[config.mk]
export PLATFORM = sky130hd
export DESIGN_NAME = rob_port_driver
export DESIGN_NICKNAME = d
export VERILOG_FILES = /design/src/rtl/rob_port_driver.sv
export SDC_FILE = /design/constraint.sdc
export NUM_CORES = 1
export LEC_CHECK = 0
export BUFFER_PORTS_ARGS = -buffer_cell sky130_fd_sc_hd__buf_2
export CORE_MARGIN = 2
export CORE_UTILIZATION = 32
export CTS_BUF_LIST = sky130_fd_sc_hd__clkbuf_8
export DETAILED_ROUTE_END_ITERATION = 7
export GPL_TIMING_DRIVEN = 0
export SYNTH_ARGS = -nofsm -noshare
export SYNTH_HDL_FRONTEND = slang
export SYNTH_SLANG_ARGS = --single-unit
[constraint.sdc]
create_clock -name clk -period 3.2 [get_ports clk]
set_input_delay 0.32 -clock clk [delete_from_list [all_inputs] [get_ports clk]]
set_output_delay 0.32 -clock clk [all_outputs]
set_load 0.02 [all_outputs]
[src/rtl/rob_port_driver.sv]
// rob_port_driver: in-order result queue in front of one ROB write port.
// Completed results are buffered in a circular FIFO and presented one at a
// time on the ROB port; a pending request is held stable under port_stall.
module rob_port_driver #(
    parameter int unsigned REGISTER_SIZE    = 32,
    parameter int unsigned REG_ADDRESS_SIZE = 5,
    parameter int unsigned ID_SIZE          = 1,
    parameter int unsigned FIFO_DEPTH       = 4
) (
    input  logic                               clk,
    input  logic                               reset,
    input  logic                               flush,
    input  logic                               in_valid,
    input  logic [ID_SIZE-1:0]                 in_id,
    input  logic                               in_w,
    input  logic [REG_ADDRESS_SIZE-1:0]        in_address,
    input  logic [REGISTER_SIZE-1:0]           in_data,
    output logic                               in_ready,
    output logic [ID_SIZE-1:0]                 port_id,
    output logic [REG_ADDRESS_SIZE-1:0]        port_address,
    output logic [REGISTER_SIZE-1:0]           port_data,
    output logic                               port_w,
    output logic                               port_req,
    input  logic                               port_stall,
    output logic [$clog2(FIFO_DEPTH+1)-1:0]    count
);

    localparam int unsigned PW = $clog2(FIFO_DEPTH);
    localparam int unsigned CW = $clog2(FIFO_DEPTH + 1);

    logic [ID_SIZE-1:0]          id_mem   [FIFO_DEPTH];
    logic                        w_mem    [FIFO_DEPTH];
    logic [REG_ADDRESS_SIZE-1:0] addr_mem [FIFO_DEPTH];
    logic [REGISTER_SIZE-1:0]    data_mem [FIFO_DEPTH];

    logic [PW-1:0] head_q, head_d;
    logic [PW-1:0] tail_q, tail_d;
    logic [CW-1:0] count_q, count_d;

    logic push;
    logic pop;

    // Handshakes and port outputs; request drops at once while reset is low.
    always_comb begin
        in_ready = reset && (count_q < CW'(FIFO_DEPTH));
        port_req = reset && (count_q != '0);
        push     = in_valid && in_ready;
        pop      = port_req && !port_stall;
        count    = count_q;
        if (port_req) begin
            port_id      = id_mem[head_q];
            port_w       = w_mem[head_q];
            port_address = addr_mem[head_q];
            port_data    = data_mem[head_q];
        end else begin
            port_id      = '0;
            port_w       = 1'b0;
            port_address = '0;
            port_data    = '0;
        end
    end

    // Next-state for pointers and occupancy; flush discards same-cycle push/pop.
    always_comb begin
        head_d  = head_q;
        tail_d  = tail_q;
        count_d = count_q;
        if (flush) begin
            head_d  = '0;
            tail_d  = '0;
            count_d = '0;
        end else begin
            if (push) tail_d = tail_q + PW'(1);
            if (pop)  head_d = head_q + PW'(1);
            unique case ({push, pop})
                2'b10:   count_d = count_q + CW'(1);
                2'b01:   count_d = count_q - CW'(1);
                default: count_d = count_q;
            endcase
        end
    end

    // Pointer and occupancy state with synchronous active-low reset.
    always_ff @(posedge clk) begin
        if (!reset) begin
            head_q  <= '0;
            tail_q  <= '0;
            count_q <= '0;
        end else begin
            head_q  <= head_d;
            tail_q  <= tail_d;
            count_q <= count_d;
        end
    end

    // Entry storage; written at tail on an accepted push.
    always_ff @(posedge clk) begin
        if (push && !flush) begin
            id_mem[tail_q]   <= in_id;
            w_mem[tail_q]    <= in_w;
            addr_mem[tail_q] <= in_address;
            data_mem[tail_q] <= in_data;
        end
    end

endmodule

Word level (Yosys, flattened, before mapping)
Memories as Yosys holds them, arrays and structs flattened. A register that Yosys moved wholly into a read port is not among the register bits.
Index checks and enable logic that the tools add are counted.
W data, S select, Z words.
- bits in registers: 7
- memory bits (writable): 156
- bits of input ports: 44
- output and inout port bits: 44
- word-level logic and storage cells: 40
- memories: 4
- add/sub/neg operators: 4
- order comparisons: 1
- eq/ne operators: 2
- mux-type cells: 15
- bitwise logic cells: 1
- reduce and logical (&&, ||, !) cells: 10
- memory list (name ; words ; width ; rd ports ; clocked after Yosys merged registers in ; write ports ; RTL line ; RTL):
    data_mem ; 4 ; 32 ; 1 ; 1 ; 1 ; 34 ; logic [REGISTER_SIZE-1:0] data_mem [FIFO_DEPTH];
    addr_mem ; 4 ; 5 ; 1 ; 1 ; 1 ; 33 ; logic [REG_ADDRESS_SIZE-1:0] addr_mem [FIFO_DEPTH];
    id_mem ; 4 ; 1 ; 1 ; 1 ; 1 ; 31 ; logic [ID_SIZE-1:0] id_mem [FIFO_DEPTH];
    w_mem ; 4 ; 1 ; 1 ; 1 ; 1 ; 32 ; logic w_mem [FIFO_DEPTH];
- operators with widths (kind ; count):
    $mux W32 ; 1
    $mux W2 ; 8
    $pmux W3 S2 ; 1
    $logic_and A1 B1 Y1 ; 5
    $mux W5 ; 1
    $add A2 B1 Y2 const B ; 2
    $mux W1 ; 4
    $add A3 B1 Y3 const B ; 1
    $lt A3 B3 Y1 const B ; 1
    $reduce_bool A3 Y1 ; 1
    $sub A3 B1 Y3 const B ; 1
    $eq A2 B1 Y1 const B ; 1
    $eq A2 B2 Y1 const B ; 1
    $logic_not A1 Y1 ; 2
    $reduce_bool A2 Y1 ; 1
    $reduce_or A2 Y1 ; 1
    $not A1 Y1 ; 1

Logic depth before layout (Yosys ltp)
- depth in word-level cells: 6
- mapped depth: 9
- gate-level depth less buffers: 8

Worst setup path before layout
Ideal clock, no wire load.
- kind: flip-flop to flip-flop
- from: register count_q[0] (netlist: count[0])
- to: register count_q[2] (netlist: count[2])
- arrival time: 2.129 ns
- required time: 3.130 ns
- path slack: 1.001 ns
- cell stages (with the launch flop): 10
- path buffers: 1
- period minus slack after synthesis: 2.199 ns
- path through: dfxtp_1 > o31ai_2 > clkbuf_1 > nor2_1 > ha_1 > inv_1 > fa_1 > xor2_1 > or3_1 > a21oi_1
- cells in the longest elaborated chain, start to end: 5
- elaborated cells between the ends (all ways): 12
- RTL lines (item ; RTL line ; RTL):
    from (decl) ; 38 ; logic [CW-1:0] count_q, count_d;
    from (signal assigned) ; 92 ; count_q <= count_d;
    $reduce_bool A3 Y1 (*) ; 46 ; port_req = reset && (count_q != '0);
    $logic_and A1 B1 Y1 (*) ; 46 ;
    $logic_and A1 B1 Y1 (*) ; 48 ; pop = port_req && !port_stall;
    via pop ; 41 ; logic pop;
    $eq A2 B1 Y1 / $eq A2 B2 Y1 (equally long branches) ; 75 ; unique case ({push, pop})
    $pmux W3 S2 / $reduce_bool A2 Y1 (equally long branches) ; n/a ;
The timed path passes the listed nets; every way through them passes the cells marked *.
A chain may end at the register's enable or synchronous reset.

Worst setup path after layout
Same ends and word-level chain as after synthesis.

==> results by group <==
Timing
  • Fin. max-slew vios: 0
  • RSZ-0062 raised after global routing: false
  • Final Hold Fails: 0
  • Worst Setup Slack, final: 669 ps
  • Min Tclk post-route: 2530 ps
  • Final hold slack: 82.3 ps
  • Max Fclk: 0.395 GHz
  • Setup tns final: 0 ps
  • Worst slew margin: 51.7%
  • Final period util: 79.1%
  • Slew @ Worst Pin: 724 ps
  • Final setup vio count: 0
  • Clock Skew: 9.99 ps

Route
  • Vias post-DR: 3094
  • Vias per cell: 4.48
  • Metal3 WL: 666 um
  • Max Used Layer: met4
  • DRC violations left: 0
  • Number of DRC markers in iteration 0: 230
  • Drt wl/cell: 17.6 um
  • Met1 wire length: 5.00 mm
  • Drt first pass iters: 6
  • WL final: 12.1 mm
  • Detail Route Antenna Nets: 0
  • Wire length on met2: 6.30 mm

Setup path
  • Crit Path Class: reg2reg
  • Worst Path Max Fanout: 10
  • Critical-path cell list: o31ai_2, clkbuf_1, nor2_1, ha_1, inv_1, fa_1, xor2_1, or3_1, a21oi_1
  • WP data arrival: 2910 ps
  • CP Launch Type: flip-flop
  • CP endpoint kind: flip-flop
  • Slowest CP cell: o31ai_2
  • Critical Path RT: 3580 ps
  • Slowest stage delay, CP: 530 ps

Synth
  • Synth Area in XOR/XNOR: 0.413%
  • Gate count after technology mapping: 301
  • Avg Inst Size Synth: 21.1 sq um
  • Main combinational cell family by area after synthesis: multiplexers
  • Synth Area in Compound Gates: 0.826%
  • Area leader, netlist: edfxtp_1
  • Ys async rst share: 0%
  • Synthesized Nets: 351
  • Simple-Gate Fraction of Synth Area: 5.53%
  • Multiplexer share of the synthesized area: 14.0%
  • Seq/Total Area, Yosys: 76.5%
  • Yosys top cell area share: 73.6%
  • Post-synth cell types: 23
  • Ranking of synthesized cells by area: edfxtp_1, mux4_2, nor2b_1, dfxtp_1, ha_1
  • Synth Area in Adders: 1.30%
  • EDFF count, synth: 156
  • Main flop type after synthesis: edfxtp_1
  • Synth warnings: 0
  • Number of synthesized register bits: 165
  • Syn Std Cell Area: 6360 sq um

Clocking
  • Worst skew pair latency: 450 ps
  • Num CTS Buffers: 17
  • Max Root-Sink Buffers: 2
  • Hold buffers post-CTS: 0
  • CTS tree: done
  • H-tree levels: 4
  • Total clock sinks: 165
  • Root Buffer: clkbuf_8
  • Setup bufs post-CTS: 0
  • # resized after CTS: 0
  • Worst-path clk slew: 90 ps

Die
  • Initial Util: 32.7%
  • Cell row count: 51
  • Die Ht: 145 um
  • Die X: 145 um
  • Die footprint: 21000 sq um
  • I/O pin count: 88
  • Core Region: 19500 sq um

Placed design
  • Setup Slack @ Placement: 582 ps
  • Final HPWL DP: 7.84 mm
  • Final Wtd Congestion: 0.633
  • I/O Buffers: 87

Layout
  • Commonest non-fill, non-tap cell in the layout: edfxtp_1
  • Most frequent cells in the layout: edfxtp_1, buf_2, nor2b_1
  • Final #Nets: 461
  • P&R area growth vs syn: 19.2%
  • Proportion of layout cells with a drive suffix above 1: 39.6%

Global routing
  • Largest net degree at the start of global routing: 31
  • Grt ovf: 0
  • First-pass GRT wire length: 18.7 mm
  • Vias in the first global route: 3378
  • Antenna violations before repair: 1
  • Total global-route track usage: 12.1%

Power and ir drop
  • LEAKAGE: 0.00251 uW
  • Sequential share of power: 61.9%
  • Pint: 3040 uW
  • Combinational Power Share: 3.7%
  • Pwr Total: 3850 uW
  • Sw Ratio: 21.1%
  • Pwr per Cell Area: 508 nW/um^2
  • Total net switching power: 812 uW
  • Clock share of power: 34.4%
  • Worst vdd ir: 198 uV

Job
  • Max-Cap Viols: 0

Outcome
  • Outcome: finished clean

Hold path
  • Hold Path Class: in2reg
==> state kept, by name, summed over array words and instances (netlist names), named ones only <==
signal / flops
id_mem: 4
addr_mem: 20
w_mem: 4
head_q: 2
count: 3
tail_q: 2
data_mem: 128
==> kinds of logic (layout without fill, tap and decap cells) <==
kind of cell,count (synthesis),count (layout)
AO/OA/AOI/OAI,9,9
XOR/XNOR,3,3
adder cells (fa/ha/maj),6,6
buffers and inverters,19,142
flip-flops,165,165
multiplexers,40,40
other,0,1
AND/OR/NAND/NOR,59,59
==> final timing paths <==
kind | start | endpoint | slack, ps | depth (start not counted)
worst max-delay path | count[0]$_SDFFE_PP0P_ | count[2]$_SDFFE_PP0P_ | 670 | 9
worst min-delay path | in_address[0] | addr_mem[3][0]$_DFFE_PP_ | 80 | 1
worst max register to register | count[0]$_SDFFE_PP0P_ | count[2]$_SDFFE_PP0P_ | 670 | 9
worst min register to register | head_q[1]$_SDFFE_PP0P_ | flip-flop | 510 | 2
==> cell usage after synthesis, drive strengths merged (3+ instances only) <==
| library cell | count |
|---|---|
| or3 | 3 |
| nor2 | 7 |
| ha | 5 |
| and2 | 4 |
| nor2b | 41 |
| clkbuf | 7 |
| mux4 | 39 |
| dfxtp | 9 |
| a21oi | 5 |
| buf | 6 |
| o21ai | 3 |
| inv | 6 |
| edfxtp | 156 |
==> power by group through the flow <==
stage	registers (uW)	clock network [uW]	logic, uW
final	2390	1330	141
after global routing	2390	1460	155
after CTS	2390	1370	144
after detailed placement	2440	0	144
after global placement	2440	0	133
after floorplan	2440	0	65.4
==> routing by layer <==
metal  vias up  GRT usage, %
li1       1414             -
met1      1588          13.8
met2        79          20.8
met3        13          4.21
met4         0          4.60
met5         -             0
==> per-stage QoR <==
stage               std cells  area, sq um  utilization, %
finish                    690         7580            39.0
global route              689         7580            38.9
CTS                       689         7580            38.9
detailed placement        657         7230            37.1
global placement          653         7130            36.6
floorplan                 301         6360               -
==> worst max-delay path: cells and delay by family, from the launching register on <==
| family | cells | cell delay [ps] |
|---|---|---|
| fa+ha+maj | 2 | 410 |
| compound gates | 2 | 660 |
| xor+xnor | 1 | 80 |
| buf+inv | 2 | 560 |
| simple gates | 2 | 390 |
| flops | 1 | 370 |
==> area by class of cell <==
class,instances,area [sq um]
diodes,1,2.50
plain buffers,13,73.8
clock buffers,17,234
clock inverters,15,116
fillers,1802,11900
inverters,6,22.5
multi-input cells,117,1410
flip-flops and latches,165,4860
well taps,265,332
repair buffers,91,531
No activity file was read; power rests on OpenSTA's default activity.
